File: config.mk
export PLATFORM = sky130hd
export DESIGN_NAME = seven_seg_capture_flat
export DESIGN_NICKNAME = d
export VERILOG_FILES = /design/src/rtl/seven_seg_capture_if.sv /design/src/rtl/seven_seg_capture.sv /design/src/flat_wrapper.sv
export SDC_FILE = /design/constraint.sdc
export NUM_CORES = 1
export LEC_CHECK = 0
export CAP_MARGIN = 20
export CORE_UTILIZATION = 44
export DETAILED_ROUTE_END_ITERATION = 6
export PLACE_DENSITY_LB_ADDON = 0.05
export SLEW_MARGIN = 10
export SYNTH_ARGS = -nofsm -noshare
export SYNTH_HDL_FRONTEND = slang
export SYNTH_SLANG_ARGS = --single-unit
File: constraint.sdc
create_clock -name clk -period 2.3 [get_ports clk]
set_input_delay 0.46 -clock clk [delete_from_list [all_inputs] [get_ports clk]]
set_output_delay 0.46 -clock clk [all_outputs]
set_load 0.1 [all_outputs]
File: src/rtl/seven_seg_capture_if.sv
// Segment capture bus: sampled segment pattern in, decoded code out.
// The slave modport is the capture block; the master side drives patterns and consumes codes.
interface seven_seg_capture_if;
    logic [6:0] seg_in;
    logic       seg_en;
    logic [4:0] code_out;
    logic       code_err;
    logic       code_valid;
    logic       code_ready;
    logic       overflow;

    modport master (
        output seg_in, seg_en, code_ready,
        input  code_out, code_err, code_valid, overflow
    );

    modport slave (
        input  seg_in, seg_en, code_ready,
        output code_out, code_err, code_valid, overflow
    );
endinterface

File: src/rtl/seven_seg_capture.sv
// Seven-segment capture: stability filter plus pattern-to-code encoder.
// Optional macro SEG_CAPTURE_DEDUP_EN suppresses repeats of the last emitted code.
module seven_seg_capture #(
    parameter int STABLE_CNT = 4
) (
    input logic               clk,
    input logic               rst,
    seven_seg_capture_if.slave bus
);

    localparam logic [7:0] CNT_MAX = 8'(STABLE_CNT);
    localparam logic [6:0] BLANK   = 7'b1111111;

    logic [6:0] last_pat;
    logic [7:0] run_cnt;
    logic       run_has;

    logic       same;
    logic       accept;
    logic       blank;
    logic       suppress;
    logic       emit;
    logic       load;
    logic [4:0] dec_code;
    logic       dec_err;

    logic [4:0] code_q;
    logic       err_q;
    logic       valid_q;
    logic       ovf_q;

    // Pattern-to-code lookup; unknown shapes map to the error code.
    always_comb begin
        dec_code = 5'b11111;
        dec_err  = 1'b0;
        case (bus.seg_in)
            7'b0000001: dec_code = 5'd0;
            7'b1001111: dec_code = 5'd1;
            7'b0010010: dec_code = 5'd2;
            7'b0000110: dec_code = 5'd3;
            7'b1001100: dec_code = 5'd4;
            7'b0100100: dec_code = 5'd5;
            7'b0100000: dec_code = 5'd6;
            7'b0001111: dec_code = 5'd7;
            7'b0000000: dec_code = 5'd8;
            7'b0000100: dec_code = 5'd9;
            7'b0000010: dec_code = 5'd10;
            7'b1100000: dec_code = 5'd11;
            7'b0110001: dec_code = 5'd12;
            7'b1000010: dec_code = 5'd13;
            7'b0010000: dec_code = 5'd14;
            7'b0111000: dec_code = 5'd15;
            default:    dec_err  = 1'b1;
        endcase
    end

    // Accept fires only on the sample that lands the run exactly on the threshold.
    always_comb begin
        same  = run_has && (bus.seg_in == last_pat);
        blank = (bus.seg_in == BLANK);
        if (!same)
            accept = bus.seg_en && (CNT_MAX == 8'd1);
        else
            accept = bus.seg_en && (run_cnt != CNT_MAX) &&
                     ((run_cnt + 8'd1) == CNT_MAX);
    end

    // Run tracker; disabled cycles leave it untouched.
    always_ff @(posedge clk) begin
        if (rst) begin
            last_pat <= BLANK;
            run_cnt  <= 8'd0;
            run_has  <= 1'b0;
        end else if (bus.seg_en) begin
            if (!same) begin
                last_pat <= bus.seg_in;
                run_cnt  <= 8'd1;
                run_has  <= 1'b1;
            end else if (run_cnt < CNT_MAX) begin
                run_cnt  <= run_cnt + 8'd1;
            end
        end
    end

`ifdef SEG_CAPTURE_DEDUP_EN
    logic [4:0] dd_code;
    logic       dd_valid;

    always_comb suppress = dd_valid && (dd_code == dec_code);

    // Remember the last loaded code; an accepted blank forgets it.
    always_ff @(posedge clk) begin
        if (rst) begin
            dd_code  <= 5'd0;
            dd_valid <= 1'b0;
        end else if (accept && blank) begin
            dd_valid <= 1'b0;
        end else if (load) begin
            dd_code  <= dec_code;
            dd_valid <= 1'b1;
        end
    end
`else
    always_comb suppress = 1'b0;
`endif

    always_comb begin
        emit = accept && !blank && !suppress;
        load = emit && (!valid_q || bus.code_ready);
    end

    // One-entry output holding register with sticky overflow.
    always_ff @(posedge clk) begin
        if (rst) begin
            code_q  <= 5'd0;
            err_q   <= 1'b0;
            valid_q <= 1'b0;
            ovf_q   <= 1'b0;
        end else if (load) begin
            code_q  <= dec_code;
            err_q   <= dec_err;
            valid_q <= 1'b1;
        end else if (emit) begin
            ovf_q   <= 1'b1;
        end else if (valid_q && bus.code_ready) begin
            valid_q <= 1'b0;
        end
    end

    assign bus.code_out   = code_q;
    assign bus.code_err   = err_q;
    assign bus.code_valid = valid_q;
    assign bus.overflow   = ovf_q;

endmodule

File: src/flat_wrapper.sv
// flat-port wrapper written by rule: the top's interface ports become plain ports
module seven_seg_capture_flat 
#(
    parameter int STABLE_CNT = 4
)
  (clk, rst, bus_seg_in, bus_seg_en, bus_code_ready, bus_code_out, bus_code_err, bus_code_valid, bus_overflow);
  seven_seg_capture_if bus_i ();
  input logic clk;
  input logic rst;
  input wire logic [$bits(bus_i.seg_in)-1:0] bus_seg_in;
  input wire logic [$bits(bus_i.seg_en)-1:0] bus_seg_en;
  input wire logic [$bits(bus_i.code_ready)-1:0] bus_code_ready;
  output wire logic [$bits(bus_i.code_out)-1:0] bus_code_out;
  output wire logic [$bits(bus_i.code_err)-1:0] bus_code_err;
  output wire logic [$bits(bus_i.code_valid)-1:0] bus_code_valid;
  output wire logic [$bits(bus_i.overflow)-1:0] bus_overflow;
  assign bus_i.seg_in = bus_seg_in;
  assign bus_i.seg_en = bus_seg_en;
  assign bus_i.code_ready = bus_code_ready;
  assign bus_code_out = bus_i.code_out;
  assign bus_code_err = bus_i.code_err;
  assign bus_code_valid = bus_i.code_valid;
  assign bus_overflow = bus_i.overflow;
  seven_seg_capture #(.STABLE_CNT(STABLE_CNT)) u_core (.clk(clk), .rst(rst), .bus(bus_i));
endmodule
==> results by group <==
Place
  – Routability Congestion: 0.814
  – Half-perimeter wire length of the detailed placement result: 2.44 mm
  – DP Cell Count: ~230
  – Buffers on Ports: 18

Yosys
  – Fraction of registers with async set or reset after synthesis: 0%
  – Synthesized netlist net count: 179
  – Post-synthesis register bit count: 23
  – Count of unique library cells instantiated by Yosys: 43
  – Number of cells produced by synthesis: 166
  – Syn Std Cell Area: 0.00140 sq mm
  – Yosys warnings: 0
  – Post-Synthesis Mean Instance Area: roughly 8.4 sq um
  – Part of the Yosys area used for sequential elements: 32.9%
  – Most used DFF post-synth: dfxtp_1
  – Count of flip-flops with a built-in enable after synthesis: 0

Clock network
  – CTS clk-pin slew, worst paths: 0.14 ns
  – Maximum buffer depth of the clock tree: 2
  – CTS Hold Bufs: 0
  – Total clock buffers created by CTS: 3
  – Post-CTS resize count: 0
  – Post-CTS Setup Bufs: 0
  – Skew-Pair Late Insertion Delay: ~0.32 ns
  – Root buffer selected by CTS: clkbuf_4
  – H-tree levels: 1
  – TritonCTS clock tree: done
  – Sink count of the clock tree: 23

Cells and area
  – N_diodes: 0
  – Final cell count without fillers: between 200 and 250
  – Nets@finish: 208
  – Area growth syn-to-layout: 23.7%
  – Highest-count cells in the layout ignoring fill and taps: buf_4 (27), dfxtp_1 (23), nor2_1 (14)
  – Final core utilization: 57.1%
  – Layout cells sized above 1: 18.6%
  – Most common cell after layout, fill and taps aside: buf_4

Floorplanning
  – Total Die Area: 0.00341 sq mm
  – Core ar.: slightly above 0.003 sq mm
  – Y dimension of the die: 58.4 um
  – Row count: 20
  – Overall die width: 58.4 um
  – Starting density of the core: 46.2%
  – Number of placed I/O pins: 19

Timing
  – Unrepaired setup endpoints after global routing: false
  – Period utilization: 89.5%
  – Total count of hold-check failures in the final report: 0
  – Setup Viol. Count Final: 0
  – Fin Clk Skew: 0.0159 ns
  – Tightest Pin Transition: 0.402 ns
  – F_max: 486 MHz
  – Tmin final: 2.06 ns
  – Final slew viol count: 0
  – Worst max-slew margin expressed relative to the limit: ~73%

Global routing
  – First-pass GRT wire length: 5.65 mm
  – Remaining global-route overflow: 0
  – Antenna violations before repair: 0
  – Largest net degree at the start of global routing: 16
  – Vias in the first global route: ~1300
  – Overall fraction of global-route tracks in use: 20.9%

Run status
  – Status: complete, no violations

Drt
  – Detailed-routed wire length on met2: between 1.5 and 2 mm
  – Highest signal layer in the routed design: met4
  – Via total after detailed routing: about 1300
  – Detailed-routed wire length on met3: 117 um
  – Remaining DRCs: 0
  – Post-Route M1 WL: around 1.5 mm
  – Final routed wirelength across all metal layers: 3.20 mm
  – Count of antenna-violating nets left after detailed routing: 0
  – Wire per inst: 13.5 um
  – Detail-routed via count per cell: 5.50
  – Number of optimization iterations in the first detailed-route pass: 5
  – DR iter-0 viols: 101

Power
  – Leak pwr: 0.000700 uW
  – Power density cells: 433 mW/mm^2
  – VDD IR max: 0.344 mV

Setup path
  – Required time reported for the critical path endpoint: 2.51 ns
  – Startpoint types: input pin
  – Critical Path Sink Type: flop
  – WS Path Type: input pin to flop
  – Max Fanout on Critical Path: 6
  – Data arrival at the endpoint of the critical path: ~2.3 ns

Min path
  – Hold crit path type: flop to flop

Flow run
  – MaxCap Viol Count: 0
[registers in the layout (all words and copies together), names as in the netlist]
register / cells
u_core.bus.overflow: 1
u_core.bus.code_valid: 1
u_core.bus.code_err: 1
u_core.bus.code_out: 4
u_core.last_pat: 7
u_core.run_cnt: 8
u_core.run_has: 1
[power by group]
part	internal [uW]	switching, uW
registers	410	7.09
logic	71.8	72.4
clock network	65.0	123
total	546	202
[cell usage after synthesis, types with 3 or more instances]
cell type  instances  area (sq um)
a211o_1            7          61.3
a211oi_1           3          22.5
a21oi_1           10          50.1
and2_1             7          43.8
and3b_1            5          43.8
clkbuf_1          11          41.3
dfxtp_1           23           460
inv_1              6          22.5
nand2_1            3          11.3
nand2b_1           3          18.8
nand3_1            7          35.0
nand3b_1           3          22.5
nand4_1            8          50.1
nor2_1            14          52.6
nor2b_1            5          31.3
nor3_1             5          25.0
nor3b_1            4          30.0
o21ai_0            3          15.0
o21ai_1            3          15.0
xnor2_1            7          61.3
[critical path: stages]
cell             delay, ns
clkdlybuf4s50_1       0.59
buf_4                 0.15
nor4bb_1              0.36
o21ai_0               0.13
and3_1                0.21
a211oi_1              0.26
a211oi_1              0.11
[cell type report]
type | instances | area (sq um)
Inverter | 6 | 22.5
Tap cell | 44 | 55.1
Clock buffer | 3 | 22.5
Sequential cell | 23 | 460
Timing Repair Buffer | 37 | 303
Clock inverter | 1 | 5.00
Fill cell | 289 | 1300
Multi-Input combinational cell | 124 | 862
[path summary, 6_finish.rpt]
check / start / end / slack [ns] / depth (start not counted)
worst max-delay path: bus_seg_in[2] / u_core.bus.code_out[1] / 0.24 / 7
worst min-delay path: u_core.bus.overflow / u_core.bus.overflow / 0.46 / 2
worst max register to register: u_core.run_cnt[5] / u_core.bus.code_out[2] / 0.47 / 6
worst min register to register: u_core.bus.overflow / u_core.bus.overflow / 0.46 / 2
[cells by family (layout without fill, tap and decap cells)]
group | Yosys count | after routing | synth area share, %
flip-flops | 23 | 23 | 32.9
buffers and inverters | 19 | 47 | 5.46
AO/OA/AOI/OAI | 39 | 39 | 21.3
XOR/XNOR | 7 | 7 | 4.38
AND/OR/NAND/NOR | 76 | 76 | 34.2
adder cells (fa/ha/maj) | 2 | 2 | 1.79
[per-stage QoR]
stage	hold slack, ns	total power [uW]	setup slack (ns)	cell area [sq um]	setup TNS (ns)
after global placement	0.444	565	-0.121	1700	-0.237
after CTS	0.467	753	0.240	1730	0
after global routing	0.478	782	0.0433	1730	0
after floorplan	0.440	510	0.332	1400	0
final	0.463	748	0.241	1730	0
after detailed placement	0.447	569	-0.0902	1700	-0.177
[per-layer routing]
layer  up-vias  global-route usage, %
li1        667                      -
met1       604                   28.6
met2        36                   35.6
met3         2                   2.64
met4         0                   4.42
met5         -                      0
Power figures use the tool's default switching activity.
